`config.mk`:
```
export PLATFORM = sky130hd
export DESIGN_NAME = bin2bcd_serial
export DESIGN_NICKNAME = d
export VERILOG_FILES = /design/src/rtl/bin2bcd_pkg.sv /design/src/rtl/bin2bcd_serial_digit_adj.sv /design/src/rtl/bin2bcd_serial.sv
export SDC_FILE = /design/constraint.sdc
export NUM_CORES = 1
export LEC_CHECK = 0
export ABC_CLOCK_PERIOD_IN_PS = 2300
export BUFFER_PORTS_ARGS = -buffer_cell sky130_fd_sc_hd__buf_2
export CAP_MARGIN = 20
export CORE_MARGIN = 2
export CORE_UTILIZATION = 60
export CTS_BUF_LIST = sky130_fd_sc_hd__clkbuf_4
export DETAILED_ROUTE_END_ITERATION = 10
export GPL_TIMING_DRIVEN = 0
export PLACE_DENSITY = 0.83
export SYNTH_ARGS = -nofsm -noshare
export SYNTH_HDL_FRONTEND = slang
export SYNTH_SLANG_ARGS = --single-unit
```
`constraint.sdc`:
```
create_clock -name clk -period 2.3 [get_ports clk]
set_input_delay 0.46 -clock clk [delete_from_list [all_inputs] [get_ports clk]]
set_output_delay 0.46 -clock clk [all_outputs]
set_load 0.1 [all_outputs]
```
`src/rtl/bin2bcd_pkg.sv`:
```
// Shared constants, FSM state type and sizing helper for the serial
// binary-to-BCD converter.
package bin2bcd_pkg;

    localparam int unsigned BCD_DIGIT_W = 4;

    typedef enum logic {
        IDLE = 1'b0,
        CONV = 1'b1
    } state_t;

    // Number of BCD digits needed to represent 2^bits - 1 without overflow.
    function automatic int unsigned min_digits(input int unsigned bits);
        logic [127:0] maxv;
        logic [127:0] pow;
        int unsigned  d;
        maxv = (128'd1 << bits) - 128'd1;
        pow  = 128'd10;
        d    = 1;
        for (int unsigned i = 0; i < 38; i++) begin
            if (pow <= maxv) begin
                d   = d + 1;
                pow = pow * 128'd10;
            end
        end
        return d;
    endfunction

endpackage

```
`src/rtl/bin2bcd_serial_digit_adj.sv`:
```
// Combinational double-dabble cell: a BCD digit of 5 or more gets +3.
module bcd_digit_adj
    import bin2bcd_pkg::*;
(
    input  logic [BCD_DIGIT_W-1:0] digit_i,
    output logic [BCD_DIGIT_W-1:0] digit_o
);

    // Add 3 when the digit would become >= 10 after the next doubling.
    always_comb begin
        digit_o = digit_i;
        if (digit_i >= BCD_DIGIT_W'(5)) begin
            digit_o = digit_i + BCD_DIGIT_W'(3);
        end
    end

endmodule

```
`src/rtl/bin2bcd_serial.sv`:
```
// Serial shift-and-add-3 binary-to-BCD converter, one input bit per clock.
// Optional macro BIN2BCD_SIGNED_EN: treat binario_in as two's complement,
// convert its magnitude and report the sign on the extra port negativo.
module bin2bcd_serial
    import bin2bcd_pkg::*;
#(
    parameter int BITS_IN = 16,
    parameter int DIGITS  = 5
) (
    input  logic                          clk,
    input  logic                          rst,
    input  logic                          start,
    input  logic [BITS_IN-1:0]            binario_in,
    output logic                          ready,
    output logic                          done,
    output logic [BCD_DIGIT_W*DIGITS-1:0] bcd_out,
    output logic                          overflow
`ifdef BIN2BCD_SIGNED_EN
    ,
    output logic                          negativo
`endif
);

    localparam int CNT_W = (BITS_IN > 2) ? $clog2(BITS_IN) : 1;
    localparam int ACC_W = BCD_DIGIT_W * DIGITS;
    localparam logic [CNT_W-1:0] CNT_LAST = CNT_W'(BITS_IN - 1);

    state_t             state_q, state_d;
    logic [CNT_W-1:0]   cnt_q, cnt_d;
    logic [BITS_IN-1:0] sh_q, sh_d;
    logic [ACC_W-1:0]   acc_q, acc_d;
    logic [ACC_W-1:0]   acc_adj;
    logic               sticky_q, sticky_d;
    logic [ACC_W-1:0]   bcd_q, bcd_d;
    logic               ovf_q, ovf_d;
    logic               done_q, done_d;
    logic [BITS_IN-1:0] load_val;
`ifdef BIN2BCD_SIGNED_EN
    logic               neg_acc_q, neg_acc_d;
    logic               neg_q, neg_d;
`endif

    for (genvar g = 0; g < DIGITS; g++) begin : g_adj
        bcd_digit_adj u_adj (
            .digit_i (acc_q[g*BCD_DIGIT_W +: BCD_DIGIT_W]),
            .digit_o (acc_adj[g*BCD_DIGIT_W +: BCD_DIGIT_W])
        );
    end

    // Value loaded into the shift register on the accepting edge.
    always_comb begin
        load_val = binario_in;
`ifdef BIN2BCD_SIGNED_EN
        // BITS_IN-wide unsigned negate keeps the most negative value exact.
        if (binario_in[BITS_IN-1]) begin
            load_val = ~binario_in + BITS_IN'(1);
        end
`endif
    end

    // Next-state logic: accept in IDLE, adjust-and-shift one bit per CONV cycle.
    always_comb begin
        state_d  = state_q;
        cnt_d    = cnt_q;
        sh_d     = sh_q;
        acc_d    = acc_q;
        sticky_d = sticky_q;
        bcd_d    = bcd_q;
        ovf_d    = ovf_q;
        done_d   = 1'b0;
`ifdef BIN2BCD_SIGNED_EN
        neg_acc_d = neg_acc_q;
        neg_d     = neg_q;
`endif
        unique case (state_q)
            IDLE: begin
                if (start) begin
                    state_d  = CONV;
                    sh_d     = load_val;
                    acc_d    = '0;
                    sticky_d = 1'b0;
                    cnt_d    = CNT_LAST;
`ifdef BIN2BCD_SIGNED_EN
                    neg_acc_d = binario_in[BITS_IN-1];
`endif
                end
            end
            CONV: begin
                {acc_d, sh_d} = {acc_adj[ACC_W-2:0], sh_q, 1'b0};
                sticky_d      = sticky_q | acc_adj[ACC_W-1];
                cnt_d         = cnt_q - CNT_W'(1);
                if (cnt_q == '0) begin
                    state_d = IDLE;
                    cnt_d   = '0;
                    bcd_d   = acc_d;
                    ovf_d   = sticky_d;
                    done_d  = 1'b1;
`ifdef BIN2BCD_SIGNED_EN
                    neg_d   = neg_acc_q;
`endif
                end
            end
            default: state_d = IDLE;
        endcase
    end

    // State and datapath registers with synchronous reset.
    always_ff @(posedge clk) begin
        if (rst) begin
            state_q  <= IDLE;
            cnt_q    <= '0;
            sh_q     <= '0;
            acc_q    <= '0;
            sticky_q <= 1'b0;
            bcd_q    <= '0;
            ovf_q    <= 1'b0;
            done_q   <= 1'b0;
`ifdef BIN2BCD_SIGNED_EN
            neg_acc_q <= 1'b0;
            neg_q     <= 1'b0;
`endif
        end else begin
            state_q  <= state_d;
            cnt_q    <= cnt_d;
            sh_q     <= sh_d;
            acc_q    <= acc_d;
            sticky_q <= sticky_d;
            bcd_q    <= bcd_d;
            ovf_q    <= ovf_d;
            done_q   <= done_d;
`ifdef BIN2BCD_SIGNED_EN
            neg_acc_q <= neg_acc_d;
            neg_q     <= neg_d;
`endif
        end
    end

    assign ready    = (state_q == IDLE);
    assign done     = done_q;
    assign bcd_out  = bcd_q;
    assign overflow = ovf_q;
`ifdef BIN2BCD_SIGNED_EN
    assign negativo = neg_q;
`endif

endmodule

```
==> impl_metrics.csv <==
group,metric,value,unit
final_layout,nNetsFinal,391,
job,maxCapViolCount,0,
status,status,"completed",
final_layout,area_delta_synth_final,15.1,%
sta,finalClockSkew,0.00940,ns
detailed_routing,drt_iter0_markers,176,
final_layout,final_common_cell,"dfxtp_1",
floorplanning,dieArea,5240,µm²
clocking,path_clk_slew,0.10,ns
yosys,syn_nets,339,
final_layout,fin_area,3230,µm²
yosys,synth.ff_latch_count,64,
yosys,yosysTopAreaCell,"dfxtp_1",
clocking,cts_sinks,64,
grt,grt_pass1_vias,2184,
yosys,ys_warn_count,0,
setup_path,crit_start,"state_q",
detailed_routing,vias_per_cell,5.52,
yosys,syn_area_per_cell,9.06,µm²
sta,setup_ws,0.370,ns
setup_path,critPathLaunchType,"flip-flop",
sta,grt_setup_unrepaired,"no",
worst_hold_path,hold_class,"in2reg",
final_layout,fin_cells,419,
final_layout,final_cell_mix,"64 x dfxtp_1, 48 x buf_2, 35 x nor2_1",
setup_path,worstPathMaxFanout,10,
detailed_routing,drt-pass1-iter-count,4,
sta,hold_ws,0.347,ns
placed_design,post-place-cells,403,
floorplanning,die_width,72.4,µm
clocking,hold_buffers,0,
setup_path,required,1.84,ns
sta,fin_crit,1.93,ns
sta,tns,0,ns
grt,grt_util_all_layers,24.3,%
grt,antenna_found_initial,0,
floorplanning,core,4440,µm²
placed_design,place_ws,0.699,ns
floorplanning,initial_core_util,63.2,%
grt,grt_overflow,0,
sta,hold_violations,0,
setup_path,worst_setup_path_end_kind,"output pin",
clocking,tritoncts,"built",
setup_path,cp-endpoint,"ready",
clocking,post_cts_buffers,0,
yosys,synthesis.area,2810,µm²
setup_path,r2r_cells,6,
clocking,cts_root_buf,"clkbuf_4",
placed_design,hpwl,4.14,mm
grt,grt_max_degree,11,
setup_path,cp.arrival,1.47,ns
sta,setup_viol,0,
clocking,insertion_delay,0.41,ns
final_layout,fillerInstances,346,
final_layout,n_antenna_cell,0,
power_and_ir_drop,pwr_density_cell,685,nW/µm²
sta,fin_crit_sh,83.9,%
worst_hold_path,holdPathStages,3,
setup_path,r2r_end,"bcd_out[10]",
sta,max_freq,0.518,GHz
yosys,synth-seq-area-share,45.6,%
setup_path,r2r_slack,0.77,ns
power_and_ir_drop,vdd_drop_max,0.589,mV
detailed_routing,vias,2314,
placed_design,port_buffers,41,
placed_design,dpl_cell_area,3080,µm²
placed_design,place.gp.congestion,0.895,
grt,grt_first_pass_wirelength,9.76,mm
yosys,postSynthCellCount,310,
clocking,ctsResizeCount,0,
final_layout,drive_gt1_share,20.7,%
detailed_routing,wl,5.81,mm
sta,slew_headroom,66.3,%
floorplanning,ioPinCount,42,
yosys,synthTopCellsByArea,"dfxtp_1 46%, mux2i_1 7.5%, a22o_1 6.5%, a21oi_1 5.9%, nor2_1 4.7%",
clocking,cts_buffer_depth,2,
sta,worst_pin_slew,0.506,ns
clocking,htreeDepth,3,
yosys,synth_cell_type_count,30,
power_and_ir_drop,p_leak,1.38,nW
final_layout,fin_util,72.7,%
floorplanning,die_y,72.4,µm
detailed_routing,wl_per_cell,13.9,µm
yosys,synth.top_cell.area_share,45.6,%
setup_path,r2r-start,"acc_q[9]",
clocking,cts_buffers,9,
sta,drv_slew,0,
floorplanning,rows,24,
detailed_routing,final_antenna_net_count,0,
detailed_routing,drc,0,
power_and_ir_drop,p_total,2.21,mW
setup_path,crit_type,"reg2out",
power breakdown:
part           switching, mW  internal [mW]
Combinational          0.144         0.0709
Clock                  0.386          0.456
Sequential            0.0192           1.14
cell usage after synthesis:
cell	count
buf_1	1
buf_4	3
o21ai_0	26
ha_1	10
nand3_1	5
mux2i_1	21
and2_1	1
o31ai_2	1
nor3_2	1
a22o_1	21
nor4_1	1
nor3b_1	10
xnor2_1	5
nor2_4	1
nand3_2	1
nor3b_2	1
clkbuf_1	5
dfxtp_1	64
inv_4	1
inv_1	11
a21oi_2	6
nand2b_1	6
nor3_1	9
nor2b_1	2
nor2_1	35
a21oi_1	33
nand2_1	18
buf_2	7
nand3b_1	1
a31oi_1	3
worst max-delay path, cell delays in order, from the launching register on:
cell	delay (ns)
dfxtp_1	0.32
buf_4	0.17
inv_4	0.14
buf_2	0.45
cell type report:
class	instances	area, µm²	share of cell area, %
Sequential cell	64	1280	39.6
Multi-Input combinational cell	218	1400	43.3
Inverter	12	47.5	1.47
Clock buffer	11	82.6	2.55
Tap cell	52	65.1	2.01
Clock inverter	5	71.3	2.21
Buffer	16	80.1	2.48
Timing Repair Buffer	41	205	6.35
cells by family (layout without fill, tap and decap cells):
logic type | after synthesis | count (layout) | share of synthesized area [%]
XOR/XNOR | 5 | 5 | 1.56
flip-flops | 64 | 64 | 45.6
adder cells (fa/ha/maj) | 10 | 10 | 4.45
buffers and inverters | 28 | 85 | 4.54
AO/OA/AOI/OAI | 90 | 90 | 20.0
AND/OR/NAND/NOR | 92 | 92 | 16.3
multiplexers | 21 | 21 | 7.48
how the worst min path moves through the flow:
stage	startpoint	end	slack [ns]
4_1_cts	binario_in[0]	sh_q[0]	0.33
2_1_floorplan	sticky_q	sticky_q	0.45
3_5_place_dp	bcd_out[15]	bcd_out[15]	0.44
5_1_grt	binario_in[0]	sh_q[0]	0.41
3_3_place_gp	bcd_out[12]	bcd_out[12]	0.43
6_report	binario_in[0]	sh_q[0]	0.35
flip-flops by register name, summed over array words and instances, names as in the netlist:
name / flops
acc_q: 20
bcd_out: 20
cnt_q: 4
done: 1
overflow: 1
sh_q: 16
state_q: 1
sticky_q: 1
metal layers:
metal / GRT usage (%) / vias to the layer above / wire, µm
li1: - / 1198 / -
met2: 41.4 / 60 / 2770
met1: 29.5 / 1050 / 2600
met3: 6.11 / 6 / 350
met4: 9.26 / 0 / 85
met5: 0 / - / 0
Note: power is estimated with default switching activity, not from simulation.
